===== src/rtl/ddr2_sys_st_channel_pkt_adapter.sv =====
// Avalon-ST channel adapter: drops whole packets whose SOP channel exceeds MAX_CHANNEL and
// forwards the rest through a two-entry skid buffer. Counters built only with ST_CHAN_ADAPT_DROP_CNT_EN.
module ddr2_sys_st_channel_pkt_adapter #(
    parameter int DATA_W        = 8,
    parameter int IN_CHANNEL_W  = 8,
    parameter int OUT_CHANNEL_W = 2,
    parameter int MAX_CHANNEL   = 3,
    parameter int CNT_W         = 16
) (
    input  logic                     clk,
    input  logic                     reset,
    output logic                     in_ready,
    input  logic                     in_valid,
    input  logic [DATA_W-1:0]        in_data,
    input  logic [IN_CHANNEL_W-1:0]  in_channel,
    input  logic                     in_startofpacket,
    input  logic                     in_endofpacket,
    input  logic                     out_ready,
    output logic                     out_valid,
    output logic [DATA_W-1:0]        out_data,
    output logic [OUT_CHANNEL_W-1:0] out_channel,
    output logic                     out_startofpacket,
    output logic                     out_endofpacket,
    output logic [CNT_W-1:0]         drop_count,
    output logic [CNT_W-1:0]         orphan_count
);

    localparam logic [1:0] ST_IDLE = 2'd0;
    localparam logic [1:0] ST_PASS = 2'd1;
    localparam logic [1:0] ST_DROP = 2'd2;

    localparam logic [IN_CHANNEL_W-1:0] MAX_CH = IN_CHANNEL_W'(MAX_CHANNEL);

    logic [1:0]               state_reg, state_next;
    logic [OUT_CHANNEL_W-1:0] chan_reg, chan_next;

    logic                     out_valid_reg;
    logic [DATA_W-1:0]        out_data_reg;
    logic [OUT_CHANNEL_W-1:0] out_chan_reg;
    logic                     out_sop_reg, out_eop_reg;

    logic                     skid_valid_reg;
    logic [DATA_W-1:0]        skid_data_reg;
    logic [OUT_CHANNEL_W-1:0] skid_chan_reg;
    logic                     skid_sop_reg, skid_eop_reg;

    logic                     accept, chan_ok, push, load_out;
    logic [OUT_CHANNEL_W-1:0] beat_chan;

    // DROP is only entered from a cycle where the skid slot was empty and
    // never pushes, so forcing in_ready high there cannot overflow the buffer.
    assign in_ready = (state_reg == ST_DROP) | ~skid_valid_reg;
    assign accept   = in_valid & in_ready;
    assign chan_ok  = (in_channel <= MAX_CH);
    assign load_out = ~out_valid_reg | out_ready;

    always_comb begin
        state_next = state_reg;
        chan_next  = chan_reg;
        push       = 1'b0;
        beat_chan  = chan_reg;
        if (accept) begin
            if (in_startofpacket) begin
                if (chan_ok) begin
                    push       = 1'b1;
                    chan_next  = in_channel[OUT_CHANNEL_W-1:0];
                    beat_chan  = in_channel[OUT_CHANNEL_W-1:0];
                    state_next = in_endofpacket ? ST_IDLE : ST_PASS;
                end else begin
                    state_next = in_endofpacket ? ST_IDLE : ST_DROP;
                end
            end else begin
                case (state_reg)
                    ST_PASS: begin
                        push = 1'b1;
                        if (in_endofpacket) state_next = ST_IDLE;
                    end
                    ST_DROP: begin
                        if (in_endofpacket) state_next = ST_IDLE;
                    end
                    default: state_next = ST_IDLE;
                endcase
            end
        end
    end

    always_ff @(posedge clk) begin
        if (reset) begin
            state_reg <= ST_IDLE;
            chan_reg  <= '0;
        end else begin
            state_reg <= state_next;
            chan_reg  <= chan_next;
        end
    end

    // A push never meets a full skid slot: in_ready is ~skid_valid whenever pushes can occur.
    always_ff @(posedge clk) begin
        if (reset) begin
            out_valid_reg  <= 1'b0;
            out_data_reg   <= '0;
            out_chan_reg   <= '0;
            out_sop_reg    <= 1'b0;
            out_eop_reg    <= 1'b0;
            skid_valid_reg <= 1'b0;
            skid_data_reg  <= '0;
            skid_chan_reg  <= '0;
            skid_sop_reg   <= 1'b0;
            skid_eop_reg   <= 1'b0;
        end else if (load_out) begin
            if (skid_valid_reg) begin
                out_valid_reg  <= 1'b1;
                out_data_reg   <= skid_data_reg;
                out_chan_reg   <= skid_chan_reg;
                out_sop_reg    <= skid_sop_reg;
                out_eop_reg    <= skid_eop_reg;
                skid_valid_reg <= 1'b0;
            end else if (push) begin
                out_valid_reg <= 1'b1;
                out_data_reg  <= in_data;
                out_chan_reg  <= beat_chan;
                out_sop_reg   <= in_startofpacket;
                out_eop_reg   <= in_endofpacket;
            end else begin
                out_valid_reg <= 1'b0;
            end
        end else if (push) begin
            skid_valid_reg <= 1'b1;
            skid_data_reg  <= in_data;
            skid_chan_reg  <= beat_chan;
            skid_sop_reg   <= in_startofpacket;
            skid_eop_reg   <= in_endofpacket;
        end
    end

    assign out_valid         = out_valid_reg;
    assign out_data          = out_data_reg;
    assign out_channel       = out_chan_reg;
    assign out_startofpacket = out_sop_reg;
    assign out_endofpacket   = out_eop_reg;

`ifdef ST_CHAN_ADAPT_DROP_CNT_EN
    logic             drop_evt, orphan_evt;
    logic [CNT_W-1:0] drop_cnt_reg, orphan_cnt_reg;

    assign drop_evt   = accept & in_startofpacket & ~chan_ok;
    assign orphan_evt = accept & ~in_startofpacket & (state_reg == ST_IDLE);

    always_ff @(posedge clk) begin
        if (reset) begin
            drop_cnt_reg   <= '0;
            orphan_cnt_reg <= '0;
        end else begin
            if (drop_evt && drop_cnt_reg != {CNT_W{1'b1}})
                drop_cnt_reg <= drop_cnt_reg + CNT_W'(1);
            if (orphan_evt && orphan_cnt_reg != {CNT_W{1'b1}})
                orphan_cnt_reg <= orphan_cnt_reg + CNT_W'(1);
        end
    end

    assign drop_count   = drop_cnt_reg;
    assign orphan_count = orphan_cnt_reg;
`else
    assign drop_count   = '0;
    assign orphan_count = '0;
`endif

endmodule


===== config.mk =====
export PLATFORM = sky130hd
export DESIGN_NAME = ddr2_sys_st_channel_pkt_adapter
export DESIGN_NICKNAME = d
export VERILOG_FILES = /design/src/rtl/ddr2_sys_st_channel_pkt_adapter.sv
export SDC_FILE = /design/constraint.sdc
export NUM_CORES = 1
export LEC_CHECK = 0
export CAP_MARGIN = 0
export CORE_MARGIN = 4
export CORE_UTILIZATION = 47
export DETAILED_ROUTE_END_ITERATION = 12
export GPL_ROUTABILITY_DRIVEN = 0
export PLACE_DENSITY = 0.85
export SLEW_MARGIN = 0
export SYNTH_ARGS = -nofsm -noshare
export SYNTH_HDL_FRONTEND = slang
export SYNTH_SLANG_ARGS = --single-unit

===== constraint.sdc =====
create_clock -name clk -period 4.1 [get_ports clk]
set_input_delay 1.025 -clock clk [delete_from_list [all_inputs] [get_ports clk]]
set_output_delay 1.025 -clock clk [all_outputs]
set_load 0.02 [all_outputs]

---- Yosys cells after proc, flatten, opt, wreduce, memory -nomap -nowiden ----
Cells that the tools add are included.
Widths: inputs -> output; s select.
cells by class
  bitwise logic cells ..................... 6
  magnitude comparators ................... 1
  reduce and logical (&&, ||, !) cells .... 6
  mux-type cells .......................... 23
  equality and inequality tests ........... 3
operator list
  operator            number
  $mux 2              10
  $mux 8              2
  $mux 1              11
  $le 8x2->1 const B  1
  $reduce_and 2->1    3
  $reduce_or 2->1     2
  $ne 3x1->1 const B  1
  $not 1->1           3
  $eq 2x1->1 const B  1
  $eq 2x2->1 const B  1
  $or 1x1->1          2
  $reduce_bool 2->1   1
  $and 1x1->1         1
storage, ports and cells
  output and inout port bits .............. 46
  bits in registers ....................... 30

---- Longest topological paths before layout ----
  depth in word-level cells ............... 6
  gate-level depth with buffers ........... 7

---- Worst setup path after synthesis ----
No wires, ideal clock.
  path kind ............................... input-to-reg
  start ................................... input port in_channel[6]
  end ..................................... register out_data_reg[0], in the netlist out_data[0]
  data arrival time ....................... 2.007 ns
  stages on the path ...................... 5
  slack ................................... 1.976 ns
  buffers on the path ..................... 1
  path through ............................ nor4_4 > and4_1 > buf_4 > o211ai_1 > o211a_1
on the way
  word-level cells in the longest chain between the ends .. 6
RTL lines
  item                         RTL line  source
  start: declaration           15        input logic [IN_CHANNEL_W-1:0] in_channel,
  $le 8x2->1                   54        assign chan_ok = (in_channel <= MAX_CH);
  $mux 1                       64        if (chan_ok) begin
  $mux 1                       63        if (in_startofpacket) begin
  $mux 1                       62        if (accept) begin
  $reduce_bool 2->1 (no line)  -
  $reduce_and 2->1 (no line)   -
  end signal: assignment       113       out_data_reg <= skid_data_reg;
  end signal: assignment       120       out_data_reg <= in_data;
  end: declaration             38        logic [DATA_W-1:0] out_data_reg;
No other way between the ends.
A chain may end at the register's enable or synchronous reset.

---- Worst setup path in the final report ----
  start ................................... register skid_valid_reg
  end ..................................... output port in_ready
on the way
  word-level cells in the longest chain between the ends .. 2
RTL lines
  item                      RTL line  source
  start: declaration        42        logic skid_valid_reg;
  start signal: assignment  105       skid_valid_reg <= 1'b0;
  start signal: assignment  117       skid_valid_reg <= 1'b0;
  start signal: assignment  128       skid_valid_reg <= 1'b1;
  $not 1->1                 52        assign in_ready = (state_reg == ST_DROP) | ~skid_valid_reg;
  $or 1x1->1                52
  end: declaration          12        output logic in_ready,
No other way between the ends.

==> run metrics <==
outcome=finished, final reports clean; DRC=0; routed vias=1404; kind of critical path=reg2out; cts bufs inserted=5; minimum clock period=approximately 3.0 ns; YS warnings=0; Routed wire per std cell=14.5 µm; Seq/Total Area, Yosys=0.342; drt initial violations=87; synthesized area per cell=9.44 µm²; Max Freq=335 MHz; Layout fillers=297; Place WS=roughly 1.2 ns; Clock Skews=about 0.0045 ns; CP Capture Type=output pin; cell family with most CP delay=flip-flops; Reg clk slew, reported paths=0.06 ns; CP max FO=16; Clk Tree Root Cell=clkbuf_8; Worst Path Arrival=roughly 2 ns; synthesized instance count=about 190; num ports=68; layout net count=~240; commonest non-fill, non-tap cell in the layout=clkdlybuf4s50_1; clock sinks=30; fin. max-slew vios=0; Slew HR=0.399; Final Hold Vio Count=0; Lkg Pwr=0.000834 µW; Final Core Density=0.587; CP startpoint kind=flop; worst-path cell chain=nand2b_2 -> clkdlybuf4s50_1; peak supply drop=roughly 0.22 mV; pin count of the biggest net entering global routing=27; Max Cap Violations=0; ranking of synthesized cells by area=dfxtp_1, buf_4, mux2i_1; H-tree depth=2; Post-synth EDFFs=0; # diodes=0; first-pass GRT wire length=6140 µm; Tcrit/Tclk final=0.728; setup TNS=0 ns; crit-path max cell delay=~0.85 ns; vias per inst=5.44; most frequent cells in the layout=clkdlybuf4s50_1, conb_1, dfxtp_1; Critical-path top delay cell=dfxtp_1; setup bufs post-CTS=0; P&R area growth vs syn=16.0%; RSZ-0062 raised after global routing=false; Bufs on Longest Clock Path=2; Yosys top cell by area=dfxtp_1; Final setup viols=0; Yosys top cell area share=0.342; worst path bufs/invs=1; worst min path class=reg2reg; CTS tree=built; Die W=69.1 µm; Post-synth ARST share=0; Die Ht=69.1 µm; multi-input logic area=between 900 and 1000 µm²; Hold-fix buffers, CTS=0; pwr dens=286 nW/µm²; layout cells sized above 1=0.0519; synth unique cells=35; clk_lat worst skew=0.28 ns; Core ar.=about 3500 µm²; Initial Util=0.506; Synth Flop Type=dfxtp_1; PortBufs=35; Core Rows=21; DP HPWL=2630 µm; full die area=4780 µm²; Worst Tran Pin Value=0.901 ns; vias in the first global route=roughly 1300; Detailed Route WL=3740 µm; total global routing overflow=0; post-route ant nets=0; Hold WS=0.469 ns; Final WS setup=1.11 ns; sequential cell area=601 µm²; Critical Path RT=3.07 ns; #FFs+latches synth=30; TritonRoute pass-1 iters=4; initial antenna violation count=0; Mapped Area=1760 µm²; post-cts sizing count=0; Total GRT Usage=0.156
synthesized netlist by cell type, types with 2 or more instances:
| library cell | instances |
|---|---|
| buf_6 | 2 |
| nand2_1 | 5 |
| inv_1 | 3 |
| o211ai_1 | 11 |
| a21oi_1 | 14 |
| nand4_1 | 12 |
| dfxtp_1 | 30 |
| ha_1 | 2 |
| a211oi_1 | 3 |
| o221ai_1 | 2 |
| buf_4 | 33 |
| clkbuf_1 | 7 |
| o31ai_1 | 10 |
| nor2_1 | 3 |
| buf_2 | 6 |
| mux2i_1 | 12 |
| a31oi_1 | 3 |
| a21o_1 | 2 |
| o211a_1 | 10 |
power by group:
group          leakage (µW)  internal, µW  switching (µW)
Clock             0.0000383           116             100
Combinational      0.000554          24.5            48.5
Sequential         0.000242           293           0.526
Total              0.000834           433             149
through the flow:
| step | total power, µW | instance area, µm² | instances |
|---|---|---|---|
| after floorplan | 366 | 1870 | 217 |
| after global placement | 371 | 1960 | 251 |
| after detailed placement | 371 | 1960 | 251 |
| after CTS | 586 | 2040 | 258 |
| after global routing | 603 | 2040 | 258 |
| final | 583 | 2040 | 258 |
cells by family (layout without fill, tap and decap cells):
| kind of cell | Yosys count | count (layout) | share of synthesized area |
|---|---|---|---|
| compound gates | 57 | 57 | 0.243 |
| buf+inv | 51 | 46 | 0.192 |
| simple gates | 33 | 33 | 0.138 |
| flops | 30 | 30 | 0.342 |
| mux | 12 | 12 | 0.0684 |
| fa+ha+maj | 2 | 2 | 0.0143 |
| other cells | 1 | 32 | 0.00214 |
layer usage:
layer | track usage | up-vias | part of all wire
met5 | 0 | - | 0
met4 | 0.0651 | 0 | 0.017
met3 | 0.0378 | 8 | 0.071
met2 | 0.258 | 56 | 0.49
met1 | 0.193 | 658 | 0.42
li1 | - | 682 | -
area by class of cell:
type / instances / area share
multi-input combinational: 136 / 0.458
sequential: 30 / 0.295
timing repair buffer: 36 / 0.176
clock buffer: 7 / 0.0375
tap: 46 / 0.0283
inverter: 3 / 0.00553
tightest hold or removal path: cells and delay by family, from the launching register on:
kind,cells,cell delay (ns)
flops,1,0.31
compound gates,2,0.12
final timing paths:
path                                        from               end  slack [ns]  cells past startpoint
worst max-delay path              skid_valid_reg          in_ready        1.11                      2
worst max register to register    skid_valid_reg    out_channel[1]        2.06                      4
worst min register to register  skid_data_reg[6]  skid_data_reg[6]        0.47                      2
worst min-delay path            skid_data_reg[6]  skid_data_reg[6]        0.47                      2
Power figures use the tool's default switching activity.
